### src/rtl/if_fetch_ctrl.sv
// ============================================================================
// if_fetch_ctrl : IF stage - fetch PC, single-outstanding imem handshake, ID hand-off
// Rev 1.0
// ============================================================================
`default_nettype none

module if_fetch_ctrl #(
  parameter logic [63:0] RESET_PC = 64'h0000_0000_8000_0000
) (
  input  logic        clk,
  input  logic        rst,
  output logic        imem_req_o,
  output logic [63:0] imem_addr_o,
  input  logic        imem_gnt_i,
  input  logic        imem_rvalid_i,
  input  logic [31:0] imem_rdata_i,
  input  logic [63:0] prdt_pc_i,
  input  logic        redirect_valid_i,
  input  logic [63:0] redirect_pc_i,
  output logic        id_valid_o,
  output logic [31:0] id_inst_o,
  output logic [63:0] id_pc_o,
  input  logic        id_ready_i,
  output logic [63:0] fetch_cnt_o
);

  typedef enum logic [2:0] {
    IDLE  = 3'd0,
    REQ   = 3'd1,
    WAIT  = 3'd2,
    DRAIN = 3'd3,
    VALID = 3'd4
  } state_t;

  state_t      state_q, state_d;
  logic [63:0] pc_q, pc_d;
  logic [31:0] inst_q, inst_d;
  logic [63:0] ipc_q, ipc_d;
  logic [63:0] cnt_q, cnt_d;

  always_ff @(posedge clk or posedge rst) begin
    if (rst) begin
      state_q <= IDLE;
      pc_q    <= RESET_PC;
      inst_q  <= 32'd0;
      ipc_q   <= 64'd0;
      cnt_q   <= 64'd0;
    end else begin
      state_q <= state_d;
      pc_q    <= pc_d;
      inst_q  <= inst_d;
      ipc_q   <= ipc_d;
      cnt_q   <= cnt_d;
    end
  end

  always_comb begin
    state_d = state_q;
    pc_d    = pc_q;
    inst_d  = inst_q;
    ipc_d   = ipc_q;
    cnt_d   = cnt_q;
    if (redirect_valid_i) begin
      // A granted-but-unanswered request must be drained before refetching.
      pc_d = redirect_pc_i;
      unique case (state_q)
        IDLE:    state_d = REQ;
        REQ:     state_d = imem_gnt_i ? DRAIN : REQ;
        WAIT:    state_d = imem_rvalid_i ? REQ : DRAIN;
        DRAIN:   state_d = imem_rvalid_i ? REQ : DRAIN;
        VALID:   state_d = REQ;
        default: state_d = IDLE;
      endcase
    end else begin
      unique case (state_q)
        IDLE: state_d = REQ;
        REQ: begin
          if (imem_gnt_i) begin
            state_d = WAIT;
            ipc_d   = pc_q;
          end
        end
        WAIT: begin
          if (imem_rvalid_i) begin
            state_d = VALID;
            inst_d  = imem_rdata_i;
          end
        end
        DRAIN: begin
          if (imem_rvalid_i) state_d = REQ;
        end
        VALID: begin
          if (id_ready_i) begin
            state_d = REQ;
            pc_d    = prdt_pc_i;
            cnt_d   = cnt_q + 64'd1;
          end
        end
        default: state_d = IDLE;
      endcase
    end
  end

  assign imem_req_o  = (state_q == REQ);
  assign imem_addr_o = {pc_q[63:2], 2'b00};
  assign id_valid_o  = (state_q == VALID);
  assign id_inst_o   = inst_q;
  assign id_pc_o     = ipc_q;
  assign fetch_cnt_o = cnt_q;

endmodule

`default_nettype wire

### config.mk
export PLATFORM = sky130hd
export DESIGN_NAME = if_fetch_ctrl
export DESIGN_NICKNAME = d
export VERILOG_FILES = /design/src/rtl/if_fetch_ctrl.sv
export SDC_FILE = /design/constraint.sdc
export NUM_CORES = 1
export LEC_CHECK = 0
export ABC_AREA = 1
export CAP_MARGIN = 20
export CORE_MARGIN = 2
export CORE_UTILIZATION = 45
export DETAILED_ROUTE_END_ITERATION = 6
export PLACE_DENSITY = 0.82
export SLEW_MARGIN = 10
export SYNTH_ARGS = -nofsm -noshare
export SYNTH_HDL_FRONTEND = slang
export SYNTH_SLANG_ARGS = --single-unit
### constraint.sdc
create_clock -name clk -period 14.4 [get_ports clk]
set_input_delay 1.44 -clock clk [delete_from_list [all_inputs] [get_ports clk]]
set_output_delay 1.44 -clock clk [all_outputs]
set_load 0.03 [all_outputs]
==> impl_metrics.csv, run 1 <==
group,metric,value,unit
final_layout,final_cell_mix,"clkdlybuf4s50_1 (388), nand2_1 (342), dfrtp_1 (226)",
floorplan,io_pins,392,
logic_synthesis,ys_seq_elements,227,
logic_synthesis,synth_edf_count,0,
clocking,clock_path_buffers,3,
final_layout,areaGrowthSynthToFinish,39.8,%
sta,hold_viol,0,
logic_synthesis,syn_area_per_cell,9.17,um^2
floorplan,die_area,26400,um^2
clocking,cts_setup_buffers,0,
route,drtPass1Iterations,5,
sta,fin_crit,3.65,ns
run,maxCapViolations,0,
placed_design,dp_cells,1849,
clocking,clockRootBuffer,"clkbuf_16",
sta,worstMarginPinSlew,0.999,ns
logic_synthesis,synth-compound-area-share,4.70,%
logic_synthesis,synth_cell_type_count,35,
floorplan,rows,57,
critical_path,crit_path_max_fanout,5,
grt,antenna_found_initial,2,
clocking,ctsResizeCount,0,
grt,overflow,0,
power,report.power.total,2.62,mW
clocking,clock-sinks,227,
placed_design,dp_hpwl,26300,um
sta,clock_skew,0.0230,ns
clocking,clock_latency,0.54,ns
placed_design,routabilityCongestion,0.937,
critical_path,arrival,2.21,ns
floorplan,fp.dieH,162,um
logic_synthesis,synthesis.area,11300,um^2
placed_design,placed_area,15000,um^2
run_status,status,"complete, no violations",
logic_synthesis,synth_top_family_by_area,"simple AND/OR/NAND/NOR gates",
sta,max_slew_margin,33.4,%
logic_synthesis,synth_xor_area_share,2.25,%
route,wl,34900,um
worst_hold_path,hold_class,"flip-flop to flip-flop",
final_layout,final_area,15800,um^2
logic_synthesis,syn_inst,1232,
power,power_density,166,nW/um^2
critical_path,startpoint_type,"flip-flop",
route,ant_nets,0,
logic_synthesis,synth-seq-area-share,50.3,%
floorplan,floorplan.initialDensity,46.2,%
logic_synthesis,yosys.area_share.adder,0.111,%
route,drtIter0Drc,584,
final_layout,fin_cells,1895,
logic_synthesis,async_reset_ff_share,100,%
sta,max_freq,0.274,GHz
logic_synthesis,synth-simple-area-share,22.1,%
final_layout,antenna_cells,0,
sta,setup-tns-final,0,ns
grt,grt_pass1_vias,9667,
clocking,htree_num_levels,1,
floorplan,die_x,162,um
critical_path,crit_required,12.96,ns
floorplan,core_area,24500,um^2
final_layout,layout_commonest_cell,"clkdlybuf4s50_1",
power,p_leak,6.88,nW
grt,grt_pass1_wl,53800,um
clocking,postCtsHoldBufs,0,
final_layout,drive_gt1_share,10.2,%
placed_design,io_buffers,389,
clocking,path_clk_slew,0.06,ns
sta,finalMaxSlewViolations,0,
route,routedWlPerCell,18.4,um
critical_path,critPathKind,"flip-flop to output pin",
logic_synthesis,ys.flop_type,"dfrtp_1",
route,viasPerCell,5.12,
grt,grt_max_degree,104,
sta,layout_worst_path_cycle_share,25.4,%
critical_path,cp-end-kind,"output pin",
clocking,cts_made_buffers,26,
logic_synthesis,muxShareOfSynthArea,11.6,%
sta,setup_violations,0,
logic_synthesis,synth_warnings,0,
route,vias,9699,
route,drc_errors,0,
sta,rsz0062_at_grt,"false",
power,irDropWorstVdd,103,uV
grt,groute.usage.overall,26.2,%
final_layout,final_net_count,1720,
clocking,cts_tree,"done",
[registers in the layout (all words and copies together) (netlist names)]
name and count:
fetch_cnt_o 64, id_inst_o 32, id_pc_o 64, pc_q 64, state_q 3
[worst max-delay path: stages, from the launching register on]
cell	delay (ns)
dfrtp_1	0.47
inv_1	0.11
nor3_1	0.31
clkdlybuf4s50_1	0.79
[cells by family (layout without fill, tap and decap cells)]
| logic type | after synthesis | count (layout) |
|---|---|---|
| muxes | 96 | 96 |
| and+or+nand+nor | 612 | 612 |
| other | 1 | 2 |
| AOI/OAI and AO/OA | 88 | 88 |
| buffers and inverters | 178 | 516 |
| xor gates and xnor gates | 29 | 29 |
| adders and majority gates | 1 | 1 |
| DFF | 227 | 227 |
[metrics by stage]
stage | setup slack (ns) | util (%) | hold WS (ns)
after floorplan | 6.74 | - | 0.483
after global placement | 10.62 | 61.0 | 0.475
after CTS | 10.74 | 64.6 | 0.500
final | 10.75 | 64.6 | 0.494
after global routing | 10.63 | 64.6 | 0.512
after detailed placement | 10.51 | 61.1 | 0.489
[routing by layer]
layer / track usage (%) / part of all wire [%] / vias to the layer above
met1: 32.4 / 40 / 4614
met2: 43.5 / 48 / 408
met3: 6.39 / 7.5 / 109
met5: 0 / 0.075 / -
li1: - / - / 4564
met4: 11.9 / 4.7 / 4
[final cells by class]
class / count / area, um^2
repair buffers: 396 / 3960
well taps: 324 / 405
fillers: 1940 / 8660
clock inverters: 12 / 154
multi-input cells: 828 / 4620
inverters: 74 / 285
flip-flops and latches: 227 / 5680
clock buffers: 34 / 691
[path summary, 6_finish.rpt]
kind	start	end	slack [ns]	cells after the start
hold reg to reg	fetch_cnt_o[63]	fetch_cnt_o[63]	0.49	2
hold / removal	fetch_cnt_o[63]	fetch_cnt_o[63]	0.49	2
setup reg to reg	state_q[1]	fetch_cnt_o[48]	11.78	8
min in group asynchronous	rst	pc_q[25]	1.40	2
setup / recovery	state_q[2]	id_valid_o	10.75	3
max in group asynchronous	rst	fetch_cnt_o[30]	11.50	3
[cells in the mapped netlist, drive strengths merged (2+ instances only)]
| cell | instances | area, um^2 |
|---|---|---|
| mux2 | 96 | 1310 |
| xnor2 | 17 | 149 |
| xor2 | 12 | 105 |
| clkbuf | 13 | 48.8 |
| buf | 91 | 681 |
| dfrtp | 226 | 5660 |
| nor3 | 5 | 36.3 |
| a31oi | 64 | 400 |
| nand3b | 13 | 101 |
| nand2 | 343 | 1290 |
| nand3 | 31 | 183 |
| inv | 74 | 278 |
| o21bai | 2 | 15.0 |
| nand4 | 16 | 106 |
| nor2 | 203 | 782 |
| o21ai | 19 | 95.1 |
[power breakdown]
group | internal [mW] | total [mW] | switching (mW)
registers | 0.802 | 0.913 | 0.111
logic | 0.499 | 1.05 | 0.549
clock network | 0.392 | 0.662 | 0.270
Note: power is estimated with default switching activity, not from simulation.
==> run 2, diff against run 1 <==
Settings changed: CORE_UTILIZATION 45 to 42, PLACE_DENSITY 0.82 to 0.8.
Clock period 14.4 ns to 3.3 ns, I/O delays scaled along.
==> run 2 against run 1 <==
Routed wire length increased by 2.2%. Critical path depth unchanged. Final area increased by 1.2%. Non-clock buffer count up 7. Critical path type unchanged. Sequential cell count unchanged. Via count rose by 0.46%. Largest cell class unchanged. Hold slack got worse by 0.29 ns.
==> impl_metrics.csv, run 2 (same netlist as run 1, synthesis figures left out) <==
group,metric,value,unit
run_status,status,"complete, no violations",
clocking,ctsResizeCount,0,
sta,finalMaxSlewViolations,0,
grt,overflow,0,
clocking,cts_tree,"done",
grt,grt_pass1_wl,56300,um
sta,clock_skew,0.0141,ns
final_layout,areaGrowthSynthToFinish,41.5,%
critical_path,reg2reg_from,"state_q[1]",
critical_path,worstPathCellList,"inv_1, nor3_1, clkdlybuf4s50_1",
floorplan,die_x,168,um
placed_design,routabilityCongestion,0.900,
route,wl,35600,um
clocking,clock_latency,0.54,ns
critical_path,cp-end-kind,"output pin",
clocking,postCtsHoldBufs,0,
clocking,clock-sinks,227,
power,sequentialPowerShare,34.4,%
power,power_density,727,nW/um^2
floorplan,floorplan.initialDensity,42.4,%
critical_path,startpoint_type,"flip-flop",
final_layout,antenna_cells,0,
sta,setup-tns-final,0,ns
route,drtPass1Iterations,7,
clocking,htree_num_levels,1,
critical_path,critPathKind,"flip-flop to output pin",
placed_design,io_buffers,389,
grt,antenna_found_initial,0,
grt,groute.usage.overall,25.2,%
power,irDropWorstVdd,672,uV
final_layout,final_cell_mix,"clkdlybuf4s50_1 (388), nand2_1 (342), dfrtp_1 (226)",
critical_path,slowest_stage,"clkdlybuf4s50_1",
route,ant_nets,0,
critical_path,r2r-end,"id_pc_o[23]",
route,drtIter0Drc,655,
floorplan,rows,60,
sta,hold_viol,0,
final_layout,final_area,16000,um^2
clocking,clockRootBuffer,"clkbuf_16",
final_layout,layout_commonest_cell,"clkdlybuf4s50_1",
power,p_leak,6.97,nW
critical_path,ff2ff_setup_slack,1.12,ns
sta,worstMarginPinSlew,0.822,ns
critical_path,arrival,2.15,ns
power,pwr-share-clk,26.2,%
sta,max_freq,0.403,GHz
power,cellInternalPower,7.53,mW
route,routedWlPerCell,18.6,um
floorplan,core_area,26700,um^2
sta,fin_crit,2.48,ns
power,p_sw_share,35.2,%
clocking,cts_setup_buffers,0,
run,maxCapViolations,0,
sta,setup_violations,0,
placed_design,placed_area,15100,um^2
power,p_switching,4.09,mW
clocking,cts_made_buffers,26,
sta,rsz0062_at_grt,"false",
floorplan,io_pins,392,
sta,max_slew_margin,45.2,%
worst_hold_path,hold_class,"input pin to asynchronous set/reset pin",
critical_path,crit_family,"buffers and inverters",
final_layout,final_net_count,1727,
grt,grt_max_degree,78,
critical_path,crit_path_max_fanout,5,
clocking,clock_path_buffers,3,
floorplan,fp.dieH,168,um
critical_path,cp.buffers_inverters,2,
route,drc_errors,0,
route,vias,9744,
critical_path,ff2ff_path_depth,4,
route,viasPerCell,5.07,
clocking,path_clk_slew,0.06,ns
grt,grt_pass1_vias,10138,
critical_path,critical-path-max-stage-delay,0.79,ns
sta,layout_worst_path_cycle_share,75.2,%
placed_design,dp_hpwl,26500,um
critical_path,crit_required,2.97,ns
floorplan,die_area,28200,um^2
power,pwr-share-comb,39.4,%
final_layout,drive_gt1_share,10.9,%
==> run 2: cell count changes in the layout (fill, tap and decap cells not counted), sizes merged <==
| cell | delta |
|---|---|
| inv | -2 |
| clkinv | +1 |
| clkinvlp | +1 |
| clkbuf | +2 |
| buf | +7 |
==> run 2: metrics by stage <==
step	std cells	total power [mW]	setup slack (ns)	hold WS [ns]	util (%)
4_1_cts	1920	11.7	0.779	0.193	59.9
2_1_floorplan	1233	6.70	0.00482	0.440	-
5_1_grt	1921	12.1	0.662	0.258	60.0
6_report	1921	11.6	0.819	0.200	60.0
3_3_place_gp	1872	8.51	0.870	0.488	56.5
3_5_place_dp	1872	8.60	0.766	0.490	56.5
==> run 2: power by group through the flow <==
stage                     sequential (mW)  combinational [mW]  clock (mW)
after floorplan                      5.13                1.57           0
after global placement               3.98                4.53           0
after detailed placement             4.00                4.60           0
after CTS                            3.99                4.62        3.08
after global routing                 4.08                4.78        3.20
final                                3.99                4.59        3.04
==> run 2: how the worst max path moves through the flow <==
stage / start / endpoint / slack (ns) / depth (start not counted)
3_5_place_dp: imem_rvalid_i / id_inst_o[18] / 0.77 / 3
6_report: state_q[2] / id_valid_o / 0.82 / 3
2_1_floorplan: rst / fetch_cnt_o[0] / 0.005 / 1
4_1_cts: state_q[2] / id_valid_o / 0.78 / 3
5_1_grt: state_q[2] / id_valid_o / 0.66 / 3
3_3_place_gp: imem_rvalid_i / id_inst_o[11] / 0.87 / 3
==> run 2: layer usage <==
layer / share of wire, % / up-vias / global-route usage [%]
met1: 40 / 4742 / 31.2
li1: - / 4571 / -
met3: 6.7 / 68 / 5.45
met2: 50 / 363 / 44.4
met5: 0 / - / 0
met4: 2.9 / 0 / 7.26
==> run 2: final cells by class <==
| class | instances | area (um^2) |
|---|---|---|
| sequential | 227 | 5680 |
| tap | 341 | 427 |
| multi-input combinational | 828 | 4620 |
| clock inverter | 12 | 143 |
| timing repair buffer | 403 | 4080 |
| clock buffer | 36 | 759 |
| inverter | 74 | 282 |
| fill | 2219 | 10700 |
==> run 2: worst register-to-register path, delay by kind of cell (launching register included) <==
family	cells	cell delay [ns]
buffers and inverters	1	0.45
flip-flops	1	0.45
multiplexers	1	0.32
AND/OR/NAND/NOR	2	0.84
==> run 3, diff against run 2 <==
Clock period 3.3 ns to 2.2 ns, I/O delays scaled along.
==> run 3 against run 2 <==
Clock skew is 0.0073 ns lower. Critical path depth is 2 lower. Register-to-register slack worse by 0.84 ns. Clock power is 36% higher. Worst setup slack worse by 0.64 ns. Power is 47% higher. Non-clock buffer count is 18 higher. Final cell count is 0.88% higher. Routed wire length is 1.1% higher. Clock-buffer cell count is 2 higher. Global-route usage hardly changed.
==> impl_metrics.csv, run 3 (same netlist as run 1, synthesis figures left out) <==
group,metric,value,unit
critical_path,worstPathCellList,"clkdlybuf4s50_1",
grt,overflow,0,
critical_path,critical-path-max-stage-delay,0.74,ns
grt,grt_max_degree,97,
sta,fin_crit,2.02,ns
critical_path,slowest_stage,"clkdlybuf4s50_1",
placed_design,routabilityCongestion,0.932,
clocking,cts_made_buffers,25,
sta,clock_skew,0.00684,ns
placed_design,io_buffers,389,
grt,grt_pass1_vias,10108,
power,irDropWorstVdd,892,uV
route,routedWlPerCell,18.6,um
clocking,clockRootBuffer,"clkbuf_16",
clocking,clock_path_buffers,3,
placed_design,dp_cells,1891,
sta,hold_slack,0.179,ns
clocking,path_clk_slew,0.06,ns
clocking,clock_latency,0.52,ns
placed_design,dp_hpwl,27700,um
clocking,cts_setup_buffers,0,
critical_path,cp-end-kind,"output pin",
grt,groute.usage.overall,25.2,%
route,drtPass1Iterations,5,
final_layout,final_cell_mix,"clkdlybuf4s50_1 (386), nand2_1 (342), dfrtp_1 (226)",
critical_path,crit_required,1.98,ns
route,drc_errors,0,
grt,grt_pass1_wl,56000,um
sta,hold_viol,0,
sta,worstMarginPinSlew,0.773,ns
critical_path,crit_path_max_fanout,5,
floorplan,core_area,26700,um^2
critical_path,critPathKind,"flip-flop to output pin",
final_layout,layout_commonest_cell,"clkdlybuf4s50_1",
route,wl,36000,um
grt,antenna_found_initial,2,
final_layout,areaGrowthSynthToFinish,42.1,%
sta,setup_violations,0,
floorplan,io_pins,392,
clocking,htree_num_levels,1,
power,power_density,1060,nW/um^2
sta,max_freq,0.495,GHz
final_layout,final_core_util,60.2,%
critical_path,crit_family,"buffers and inverters",
route,ant_nets,0,
final_layout,drive_gt1_share,11.4,%
floorplan,die_area,28200,um^2
clocking,cts_tree,"done",
run_status,status,"complete, no violations",
route,drtIter0Drc,912,
floorplan,fp.dieH,168,um
floorplan,die_x,168,um
power,report.power.total,17.0,mW
worst_hold_path,hold_class,"input pin to asynchronous set/reset pin",
floorplan,floorplan.initialDensity,42.4,%
clocking,postCtsHoldBufs,0,
critical_path,startpoint_type,"flip-flop",
clocking,ctsResizeCount,2,
route,vias,9854,
placed_design,dpl_worst_slack,0.188,ns
clocking,clock-sinks,227,
route,viasPerCell,5.08,
final_layout,final_net_count,1744,
sta,rsz0062_at_grt,"false",
power,p_leak,7.02,nW
sta,layout_worst_path_cycle_share,91.8,%
sta,max_slew_margin,48.5,%
critical_path,arrival,1.80,ns
sta,finalMaxSlewViolations,0,
final_layout,fin_cells,1938,
critical_path,cp.buffers_inverters,1,
sta,worst_slack,0.180,ns
floorplan,rows,60,
run,maxCapViolations,0,
[run 3: cell types whose count changed in the layout (fill, tap and decap cells not counted), sizes merged]
cell,previous run,this run
buf,15,33
bufinv,3,2
clkdlybuf4s50,388,386
dlygate4sd2,0,2
inv,73,74
clkinv,9,5
diode,0,1
clkbuf,36,38
[run 3: report_power, final]
| part | switching [mW] | total, mW | internal (mW) |
|---|---|---|---|
| clock network | 1.71 | 4.13 | 2.41 |
| logic | 3.64 | 6.95 | 3.32 |
| registers | 0.705 | 5.96 | 5.25 |
[run 3: metal layers]
layer / vias to the layer above / wire length, um / global-route usage, %
met5: - / 13 / 0
met4: 2 / 1800 / 12.0
met3: 113 / 3140 / 6.98
met2: 440 / 17100 / 41.8
met1: 4694 / 14000 / 30.5
li1: 4605 / - / -
[run 3: cell type report]
cell class	count	area, um^2
Antenna cell	1	2.50
Clock buffer	38	694
Clock inverter	8	93.8
Fill cell	2214	10600
Inverter	74	282
Multi-Input combinational cell	828	4620
Sequential cell	227	5680
Tap cell	341	427
Timing Repair Buffer	421	4250
[run 3: worst register-to-register path, delay by kind of cell (launching register included)]
| kind | cells | cell delay, ns |
|---|---|---|
| simple gates | 4 | 0.66 |
| compound gates | 1 | 0.22 |
| flops | 1 | 0.44 |
| buf+inv | 2 | 0.49 |
[run 3: worst paths after layout]
path / startpoint / to / slack, ns / depth (start not counted)
max reg2reg: state_q[1] / fetch_cnt_o[49] / 0.28 / 7
max: fetch_cnt_o[42] / fetch_cnt_o[42] / 0.18 / 1
min in group clk: redirect_valid_i / pc_q[31] / 0.23 / 5
min reg2reg: id_inst_o[23] / id_inst_o[23] / 0.50 / 1
max in group asynchronous: rst / id_inst_o[24] / 1.36 / 3
min: rst / pc_q[24] / 0.18 / 2
[run 3: stage by stage]
step	TNS [ns]	cell area [um^2]
finish	0	16100
global route	0	16100
CTS	0	16100
detailed placement	0	15300
global placement	0	15300
floorplan	-222.87	11300
